**config.mk**
```make
export PLATFORM = sky130hd
export DESIGN_NAME = cdb_scheduler
export DESIGN_NICKNAME = d
export VERILOG_FILES = /design/src/rtl/cdb_scheduler.sv
export SDC_FILE = /design/constraint.sdc
export NUM_CORES = 1
export LEC_CHECK = 0
export CORE_MARGIN = 3
export CORE_UTILIZATION = 58
export DETAILED_ROUTE_END_ITERATION = 7
export GPL_TIMING_DRIVEN = 1
export PLACE_DENSITY = 0.93
export SYNTH_ARGS = -nofsm -noshare
export SYNTH_HDL_FRONTEND = slang
export SYNTH_SLANG_ARGS = --single-unit
export TNS_END_PERCENT = 1
```
**constraint.sdc**
```tcl
create_clock -name clk -period 17 [get_ports clk]
set_clock_uncertainty 0.05 [all_clocks]
set_input_delay 2.55 -clock clk [delete_from_list [all_inputs] [get_ports clk]]
set_output_delay 2.55 -clock clk [all_outputs]
set_load 0.02 [all_outputs]
```
**src/rtl/cdb_scheduler.sv**
```systemverilog
// CDB slot arbiter: shares N common-data-bus slots among NUM_FU completing units using
// rotating priority, with starved requesters escalated ahead of the rotation. Completions
// killed by a same-cycle branch squash are dropped before they consume a slot.
module cdb_scheduler #(
  parameter int unsigned N            = 2,
  parameter int unsigned NUM_FU       = 4,
  parameter int unsigned STARVE_LIMIT = 4,
  parameter int unsigned CNT_W        = $clog2(STARVE_LIMIT + 1),
  parameter int unsigned BR_MASK      = 4,
  parameter int unsigned BR_TASK      = 2,
  parameter logic [BR_TASK-1:0] SQUASH_TASK = BR_TASK'(1),
  localparam int unsigned PtrW        = (NUM_FU > 1) ? $clog2(NUM_FU) : 1
) (
  input  logic                             clk,
  input  logic                             rst_n,
  input  logic [NUM_FU-1:0]                fu_req_i,
  input  logic [NUM_FU-1:0][BR_MASK-1:0]   fu_b_mask_i,
  input  logic [NUM_FU-1:0][BR_MASK-1:0]   fu_b_id_i,
  input  logic [BR_TASK-1:0]               rem_br_task_i,
  input  logic [BR_MASK-1:0]               rem_b_id_i,
  output logic [NUM_FU-1:0]                gnt_o,
  output logic [N-1:0][NUM_FU-1:0]         gnt_bus_o,
  output logic [NUM_FU-1:0]                stall_sig_o,
  output logic [PtrW-1:0]                  rr_ptr_o,
  output logic [NUM_FU-1:0]                starved_o
);

  localparam logic [CNT_W-1:0] Limit = CNT_W'(STARVE_LIMIT);

  logic [PtrW-1:0]            rr_ptr_q, rr_ptr_d;
  logic [CNT_W-1:0]           wait_q [NUM_FU];
  logic [CNT_W-1:0]           wait_d [NUM_FU];
  logic [NUM_FU-1:0]          kill, eff_req, starved, gnt;
  logic [N-1:0][NUM_FU-1:0]   gnt_bus;
  logic [N-1:0]               slot_used;
  logic [PtrW-1:0]            idx, last_idx;
  logic                       placed, cand;
  int unsigned                pos;

  // Squash kill and starvation flags per FU.
  always_comb begin
    kill    = '0;
    starved = '0;
    for (int j = 0; j < int'(NUM_FU); j++) begin
      kill[j] = (rem_br_task_i == SQUASH_TASK) && (fu_b_id_i[j] != rem_b_id_i) &&
                (|(fu_b_mask_i[j] & rem_b_id_i));
      starved[j] = (wait_q[j] == Limit);
    end
    eff_req = fu_req_i & ~kill;
  end

  // Two circular scans from rr_ptr: starved requesters first, then the rest; slots fill in order.
  always_comb begin
    gnt       = '0;
    gnt_bus   = '0;
    slot_used = '0;
    last_idx  = rr_ptr_q;
    idx       = '0;
    placed    = 1'b0;
    cand      = 1'b0;
    pos       = 0;
    for (int p = 0; p < 2; p++) begin
      for (int k = 0; k < int'(NUM_FU); k++) begin
        pos = 32'(rr_ptr_q) + 32'(k);
        if (pos >= NUM_FU) pos = pos - NUM_FU;
        idx    = PtrW'(pos);
        cand   = (p == 0) ? (eff_req[idx] & starved[idx]) : eff_req[idx];
        placed = 1'b0;
        if (cand && !gnt[idx]) begin
          for (int s = 0; s < int'(N); s++) begin
            if (!placed && !slot_used[s]) begin
              gnt_bus[s][idx] = 1'b1;
              slot_used[s]    = 1'b1;
              placed          = 1'b1;
            end
          end
          if (placed) begin
            gnt[idx] = 1'b1;
            last_idx = idx;
          end
        end
      end
    end
  end

  // Next-state: pointer moves past the FU in the highest filled slot; wait counters saturate.
  always_comb begin
    rr_ptr_d = rr_ptr_q;
    if (|gnt) begin
      rr_ptr_d = (last_idx == PtrW'(NUM_FU - 1)) ? '0 : last_idx + 1'b1;
    end
    for (int j = 0; j < int'(NUM_FU); j++) begin
      wait_d[j] = wait_q[j];
      if (gnt[j] || !eff_req[j]) begin
        wait_d[j] = '0;
      end else if (wait_q[j] != Limit) begin
        wait_d[j] = wait_q[j] + 1'b1;
      end
    end
  end

  // State registers.
  always_ff @(posedge clk or negedge rst_n) begin
    if (!rst_n) begin
      rr_ptr_q <= '0;
      for (int j = 0; j < int'(NUM_FU); j++) wait_q[j] <= '0;
    end else begin
      rr_ptr_q <= rr_ptr_d;
      for (int j = 0; j < int'(NUM_FU); j++) wait_q[j] <= wait_d[j];
    end
  end

  // Decision outputs are held low for as long as reset is asserted.
  always_comb begin
    gnt_o       = rst_n ? gnt : '0;
    gnt_bus_o   = rst_n ? gnt_bus : '0;
    stall_sig_o = rst_n ? (eff_req & ~gnt) : '0;
    rr_ptr_o    = rr_ptr_q;
    starved_o   = starved;
  end

endmodule
```
## Word level (Yosys, flattened, before mapping)

Index checks and enable logic that the tools add are counted.

| word-level totals | value |
|---|---|
| register bits after elaboration | 14 |
| input port bits | 44 |
| output and inout port bits | 22 |
| word-level logic and storage cells | 296 |

| cells by class | value |
|---|---|
| add/subtract/negate cells | 12 |
| $lt $le $gt $ge | 12 |
| equality and inequality tests | 14 |
| multiplexer cells | 154 |
| bitwise logic cells | 33 |
| reduce and logical (&&, ||, !) cells | 66 |

Operators by type and width:

| kind | number |
|---|---|
| 2-to-1 mux 4 bit | 33 |
| bitwise OR 4 bit | 21 |
| 2-to-1 mux 8 bit | 9 |
| 2-to-1 mux 1 bit | 56 |
| 2-to-1 mux 2 bit | 28 |
| binary-select mux 1 bit (select 2 bit) | 16 |
| logical AND 1 bit | 27 |
| logical NOT 1 bit | 26 |
| bitwise AND 4 bit | 6 |
| 2-to-1 mux 3 bit | 8 |
| OR reduction 4 bit | 5 |
| != test 4 bit | 4 |
| adder 3 x 1 -> 3 bit (second input constant) | 4 |
| equality test 3 bit (second input constant) | 4 |
| < comparator 2 x 3 -> 1 bit (second input constant) | 4 |
| != test 3 bit (second input constant) | 4 |
| >= comparator 3 bit (second input constant) | 3 |
| demux 1 bit (select 2 bit) | 4 |
| >= comparator 2 x 1 -> 1 bit (second input constant) | 4 |
| NOT 4 bit | 2 |
| nonzero test 2 bit | 4 |
| subtractor 2 x 1 -> 2 bit (second input constant) | 4 |
| adder 2 x 2 -> 3 bit (second input constant) | 2 |
| bitwise AND 1 bit | 4 |
| 6 further kinds | 9 |

## Longest topological paths before layout

Gate-level depths: netlist (run 1).

| logic depth | value |
|---|---|
| depth in word-level cells | 92 |
| gate-level depth with buffers | 26 |
| mapped depth without buffers | 22 |

## Worst setup path before layout (run 1)

OpenSTA, ideal clock, no wires.

| timing | value |
|---|---|
| kind | input port to output port |
| start point | in rem_b_id_i[0] |
| end point | out gnt_bus_o[6] (netlist name) |
| arrival | 7.945 ns |
| data required time | 14.400 ns |
| setup slack | 6.455 ns |
| cell stages on the path | 22 |
| buffers on the path | 3 |
| path through | buf_2 xor2_1 nor4_2 o2111ai_1 a21oi_1 o221a_2 buf_2 a21oi_1 o2bb2ai_2 a2111o_1 a221o_1 o31ai_4 a211oi_2 a211o_1 a211oi_4 a311oi_1 o32ai_4 o2111ai_1 nand4_1 buf_4 nand3_1 o22ai_1 |

RTL lines:

| element | RTL line | RTL |
|---|---|---|
| start: declaration | 20 | `input logic [BR_MASK-1:0] rem_b_id_i,` |
| end: declaration | 22 | `output logic [N-1:0][NUM_FU-1:0] gnt_bus_o,` |

==> out/results.txt, run 1 <==
die extent in y: 82.3 um
Slew HR: 43.1%
gpl congestion: 0.970
dpl ws: 4.26 ns
remaining routing DRC violations: 0
WP data arrival: 10.42 ns
row count: 27
pwr/cell area: 208 nW/um^2
critical path capture point type: output pin
antenna cells: 0
share of the synthesized area in the top cell type: 10.4%
CP max stage cell: o32ai_4
final max-slew violation count: 0
final WL: 12,500 um
clk root buf: clkbuf_8
CP required: 14.40 ns
layout cells sized above 1: 6.51%
first-pass GRT wire length: 20,000 um
Synth Warn #: 0
gr ovfl total: 0
Final period util: 76.6%
fmax: 76.8 MHz
setup TNS: 0 ns
Worst Hold Class: flop to flop
register area share after synthesis: 10.4%
Worst-Margin Slew: 0.850 ns
Area contributors post-synth: dfrtp_1 (10%), a21oi_1 (6.2%), nand2_1 (5.3%)
final setup margin: 3.98 ns
pin count of the biggest net entering global routing: 38
starting density of the core: 60.5%
vias in the first global route: 3,834
gr usage total: 38.0%
fin area: 4030 um^2
Design Power: 0.000837 W
CTS tree: built
final setup violating endpoints: 0
Core Area: 5570 um^2
Synth cell types: 75
crit path launch type: primary input
initial antenna violation count: 0
final-report hold violation count: 0
CTS buffer count: 3
number of post-CTS setup repair buffers: 0
dpl cell area: 3990 um^2
number of max-cap violations: 0
most common cell in the synthesized netlist: nand2_1
reg2reg path depth: 21
Syn Area/Cell: 7.19 um^2
CTS Hold Bufs: 0
CTS sink cnt: 14
HPWL after detailed placement: 9500 um
Fillers: 443
status: finished, final reports clean
FFs w/ async S/R, synth: 100%
Reg clk slew, reported paths: 0.05 ns
EDFF count, synth: 0
Via-to-Cell Ratio: 7.19
RSZ-0062 raised after global routing: no
I/O Pins: 66
WHS Path Cells: 1
Top cell by count, worst path: a21oi_1
Critical Setup Path Class: primary input to output pin
Post-CTS Resized: 0
initial drt markers: 717
nets: 565
WL per Instance: 21.6 um
Period minus WS final: 13.02 ns
top post-synthesis cells by count: nand2_1 (48), a21oi_1 (42), nor2_1 (38), clkbuf_1 (25), o21ai_0 (25)
Clk Latency, worst-skew pair: 0.25 ns
Main synth FF type: dfrtp_1
H-tree levels: 1
vias: 4,161
first-pass iteration count of the detailed router: 5
IO Port Bufs: 65
Antenna Nets Post-Route: 0
CP cell instances: clkdlybuf4s50_1, xor2_1, nor4_2, o2111ai_1, a21oi_1, o221a_2, a21o_1, a2bb2oi_1, a21oi_1, a221oi_1, o21a_1, a21o_1, o21bai_1, a211oi_4, a311oi_1, o32ai_4, o21ai_1, nor2_1, nand3_1, a21oi_1, clkdlybuf4s50_1
post-synth top area cell: dfrtp_1
CP max stage delay: 0.66 ns
Syn Nets: 525
Die Span X: 82.3 um
Cell Area, Synth: 3370 um^2
Clock Path Buffers: 2
leakage: 1.51 nW
Post-Syn Instances: 469
total die area: 6770 um^2
fin util: 72.4%
P&R area growth vs syn: 19.6%
Synth Register Bits: 14
crit path max fanout: 19
Worst VDD drop: 0.158 mV
## flip-flops by register name, indices dropped and copies added (netlist names)
register  cells
rr_ptr_o      2
wait_q       12
## where the power goes
| part | switching [W] | leakage (nW) | internal, W |
|---|---|---|---|
| clock | 0.0000118 | 0.0216 | 0.0000157 |
| combinational | 0.000487 | 1.30 | 0.000269 |
| sequential | 0.00000777 | 0.185 | 0.0000461 |
| total | 0.000506 | 1.51 | 0.000331 |
## worst max-delay path, delay by kind of cell
kind	cells	cell delay, ns
simple gates	3	1.27
xor+xnor	1	0.27
compound gates	15	5.04
buf+inv	2	1.27
## final cells by class
cell class              instances  area (um^2)  share of cell area, %
multi-input cells             400         2790                   69.1
clock buffers                   3         41.3                   1.02
repair buffers                 70          688                   17.1
well taps                      72         90.1                   2.23
flip-flops and latches         14          350                   8.68
inverters                      20         75.1                   1.86
## cell families (layout without fill, tap and decap cells)
group | after synthesis | after routing | synth area share [%]
simple gates | 150 | 150 | 22.1
buf+inv | 55 | 93 | 6.90
flops | 14 | 14 | 10.4
xor+xnor | 24 | 24 | 6.23
mux | 10 | 10 | 4.53
fa+ha+maj | 12 | 12 | 4.45
compound gates | 204 | 204 | 45.4
## path summary, 6_finish.rpt
path | start | to | slack (ns)
max in group asynchronous | rst_n | wait_q[3]$_DFFE_PN0P_ | 13.64
setup reg to reg | rr_ptr_o[0]$_DFFE_PN0P_ | wait_q[6]$_DFFE_PN0P_ | 8.67
min in group asynchronous | rst_n | wait_q[11]$_DFFE_PN0P_ | 2.74
hold reg to reg | wait_q[11]$_DFFE_PN0P_ | wait_q[11]$_DFFE_PN0P_ | 0.51
hold / removal | wait_q[11]$_DFFE_PN0P_ | wait_q[11]$_DFFE_PN0P_ | 0.51
setup / recovery | rem_b_id_i[1] | gnt_bus_o[7] | 3.98
## stage by stage
| step | std cells | hold WS [ns] |
|---|---|---|
| final | 579 | 0.505 |
| after global routing | 579 | 0.531 |
| after CTS | 579 | 0.507 |
| after detailed placement | 576 | 0.495 |
| after global placement | 576 | 0.477 |
| after floorplan | 469 | 0.467 |
## per-layer routing
metal  track usage, %  vias to the layer above  part of all wire [%]
met4             13.3                        0                   3.0
met5                0                        -                     0
met1             51.2                     1921                    39
met3             6.18                       55                    10
li1                 -                     1882                     -
met2             61.0                      303                    47
## layout by cell type, fill, tap and decap left out, types with 4 or more instances in the layout
cell type	Yosys	routed
clkdlybuf4s50_1	0	65
nand2_1	48	48
a21oi_1	42	42
nor2_1	38	38
o21ai_0	25	25
inv_1	18	18
xor2_1	16	16
dfrtp_1	14	14
o21ai_1	13	13
nand3_1	12	12
ha_1	12	12
o2111ai_1	11	11
a22o_1	10	10
a22oi_1	10	10
a21o_1	9	9
xnor2_1	8	8
and2_1	7	7
nor3_1	7	7
o22ai_1	7	7
a31oi_1	6	6
o211ai_1	5	5
and3_1	5	5
nand3b_1	5	5
a21boi_0	5	5
nand4_1	5	5
a21boi_1	5	5
and4_1	5	5
buf_4	3	5
nor4_1	4	4
mux2i_1	4	4
o211a_1	4	4
o21a_1	4	4
mux4_2	4	4
No activity file was read; power rests on OpenSTA's default activity.
==> run 2: changes to the inputs <==
- CORE_UTILIZATION: 58 -> 54
- PLACE_DENSITY: 0.93 -> 0.88
- clock period: 17 -> 12.7 ns (I/O delays scaled with it)
==> out/results.txt, run 2 (same netlist as run 1, synthesis figures left out) <==
total die area: 7230 um^2
CTS tree: built
CTS sink cnt: 14
critical path capture point type: output pin
pin count of the biggest net entering global routing: 38
row count: 28
Clock Path Buffers: 2
CTS buffer count: 3
Worst VDD drop: 0.247 mV
CP max stage cell: clkdlybuf4s50_1
fmax: 83.7 MHz
Via-to-Cell Ratio: 7.19
crit path launch type: primary input
antenna cells: 0
vias: 4,192
nets: 565
Worst Setup SP: rem_b_id_i[0]
crit path max fanout: 19
initial drt markers: 607
WP data arrival: 9.99 ns
Reg clk slew, reported paths: 0.06 ns
Period minus WS final: 11.94 ns
HP Start: wait_q[10]$_DFFE_PN0P_
Worst-Margin Slew: 0.842 ns
final setup violating endpoints: 0
commonest non-fill, non-tap cell in the layout: clkdlybuf4s50_1
CP cell instances: clkdlybuf4s50_1, xor2_1, or4_1, a211oi_2, mux4_2, nand2_2, a31oi_4, a2bb2oi_1, a21oi_1, a221oi_1, o21a_1, a21o_1, o21bai_1, a211oi_4, a311oi_1, o32ai_4, o21ai_1, nor2_1, nand3_1, a21oi_1, clkdlybuf4s50_1
Worst Hold Class: flop to flop
Fillers: 509
starting density of the core: 56.3%
gpl congestion: 0.994
status: finished, final reports clean
H-tree levels: 1
number of max-cap violations: 0
CP bufs+invs: 2
layout cells sized above 1: 6.69%
clk root buf: clkbuf_8
final WL: 12,200 um
leakage: 1.52 nW
final max-slew violation count: 0
gr usage total: 33.0%
P&R area growth vs syn: 20.1%
I/O Pins: 66
Antenna Nets Post-Route: 0
final-report hold violation count: 0
first-pass iteration count of the detailed router: 8
RSZ-0062 raised after global routing: no
HPWL after detailed placement: 9090 um
IO Port Bufs: 65
remaining routing DRC violations: 0
Post-CTS Resized: 0
setup TNS: 0 ns
Critical R2R Launch: rr_ptr_o[0]$_DFFE_PN0P_
Final period util: 94.1%
number of post-CTS setup repair buffers: 0
gr ovfl total: 0
Slew HR: 43.7%
first-pass GRT wire length: 19,800 um
pwr/cell area: 277 nW/um^2
initial antenna violation count: 0
max reg flops: 12
crit-path leading delay family: compound AO/OA/AOI/OAI gates
CP required: 10.74 ns
WL per Instance: 20.9 um
Largest Register: wait_q
CP max stage delay: 0.76 ns
CTS Hold Bufs: 0
Critical Setup Path Class: primary input to output pin
vias in the first global route: 4,011
most frequent cells in the layout: clkdlybuf4s50_1 (65), nand2_1 (48), a21oi_1 (42)
Clk Latency, worst-skew pair: 0.25 ns
die extent in y: 85.0 um
hold slack final: 0.504 ns
Core Area: 5990 um^2
Die Span X: 85.0 um
==> run 2: tightest hold or removal path, delay by kind of cell, from the launching register on <==
kind / cells / cell delay, ns
AND/OR/NAND/NOR: 1 / 0.06
flip-flops: 1 / 0.40
AO/OA/AOI/OAI: 1 / 0.05
==> run 2: final timing paths <==
path                       cells after the start  slack, ns                     end
max in group asynchronous                      1       9.99   wait_q[3]$_DFFE_PN0P_
setup reg to reg                              21       4.21   wait_q[6]$_DFFE_PN0P_
setup / recovery                              21       0.76                gnt_o[3]
min in group asynchronous                      1       2.08  wait_q[11]$_DFFE_PN0P_
hold reg to reg                                2       0.50  wait_q[10]$_DFFE_PN0P_
hold / removal                                 2       0.50  wait_q[10]$_DFFE_PN0P_
==> run 2: area by class of cell <==
type | instances | area (um^2) | area share, %
repair buffers | 70 | 688 | 17.0
clock buffers | 4 | 55.1 | 1.36
flip-flops and latches | 14 | 350 | 8.65
well taps | 75 | 93.8 | 2.32
inverters | 20 | 75.1 | 1.85
multi-input cells | 400 | 2790 | 68.8
==> run 2: report_power, final <==
part	switching, W	internal (W)	leakage, nW
combinational	0.000646	0.000360	1.30
sequential	0.0000107	0.0000617	0.185
clock	0.0000167	0.0000275	0.0288
total	0.000673	0.000449	1.52
==> run 2: per-stage QoR <==
| stage | power (W) | instances | util [%] | worst slack [ns] | cell area [um^2] |
|---|---|---|---|---|---|
| 6_report | 0.00112 | 583 | 67.6 | 0.755 | 4050 |
| 5_1_grt | 0.00119 | 583 | 67.6 | 0.491 | 4050 |
| 4_1_cts | 0.00109 | 583 | 67.6 | 1.18 | 4050 |
| 3_5_place_dp | 0.00104 | 579 | 66.7 | 1.19 | 4000 |
| 3_3_place_gp | 0.00102 | 579 | 66.7 | 1.49 | 4000 |
| 2_1_floorplan | 0.000809 | 469 | - | 3.45 | 3370 |
==> run 2: per-layer routing <==
layer  global-route usage (%)  up-vias  wire [um]
li1                         -     1883          -
met4                     14.8        0        547
met3                     7.48       57       1290
met2                     54.0      294       5660
met1                     41.2     1958       4710
met5                        0        -          0
==> run 3: changes to the inputs <==
- CTS_CLUSTER_SIZE: unset -> 25
==> results of run 3 <==
Final layout, timing and power as in run 2 (identical DEF).
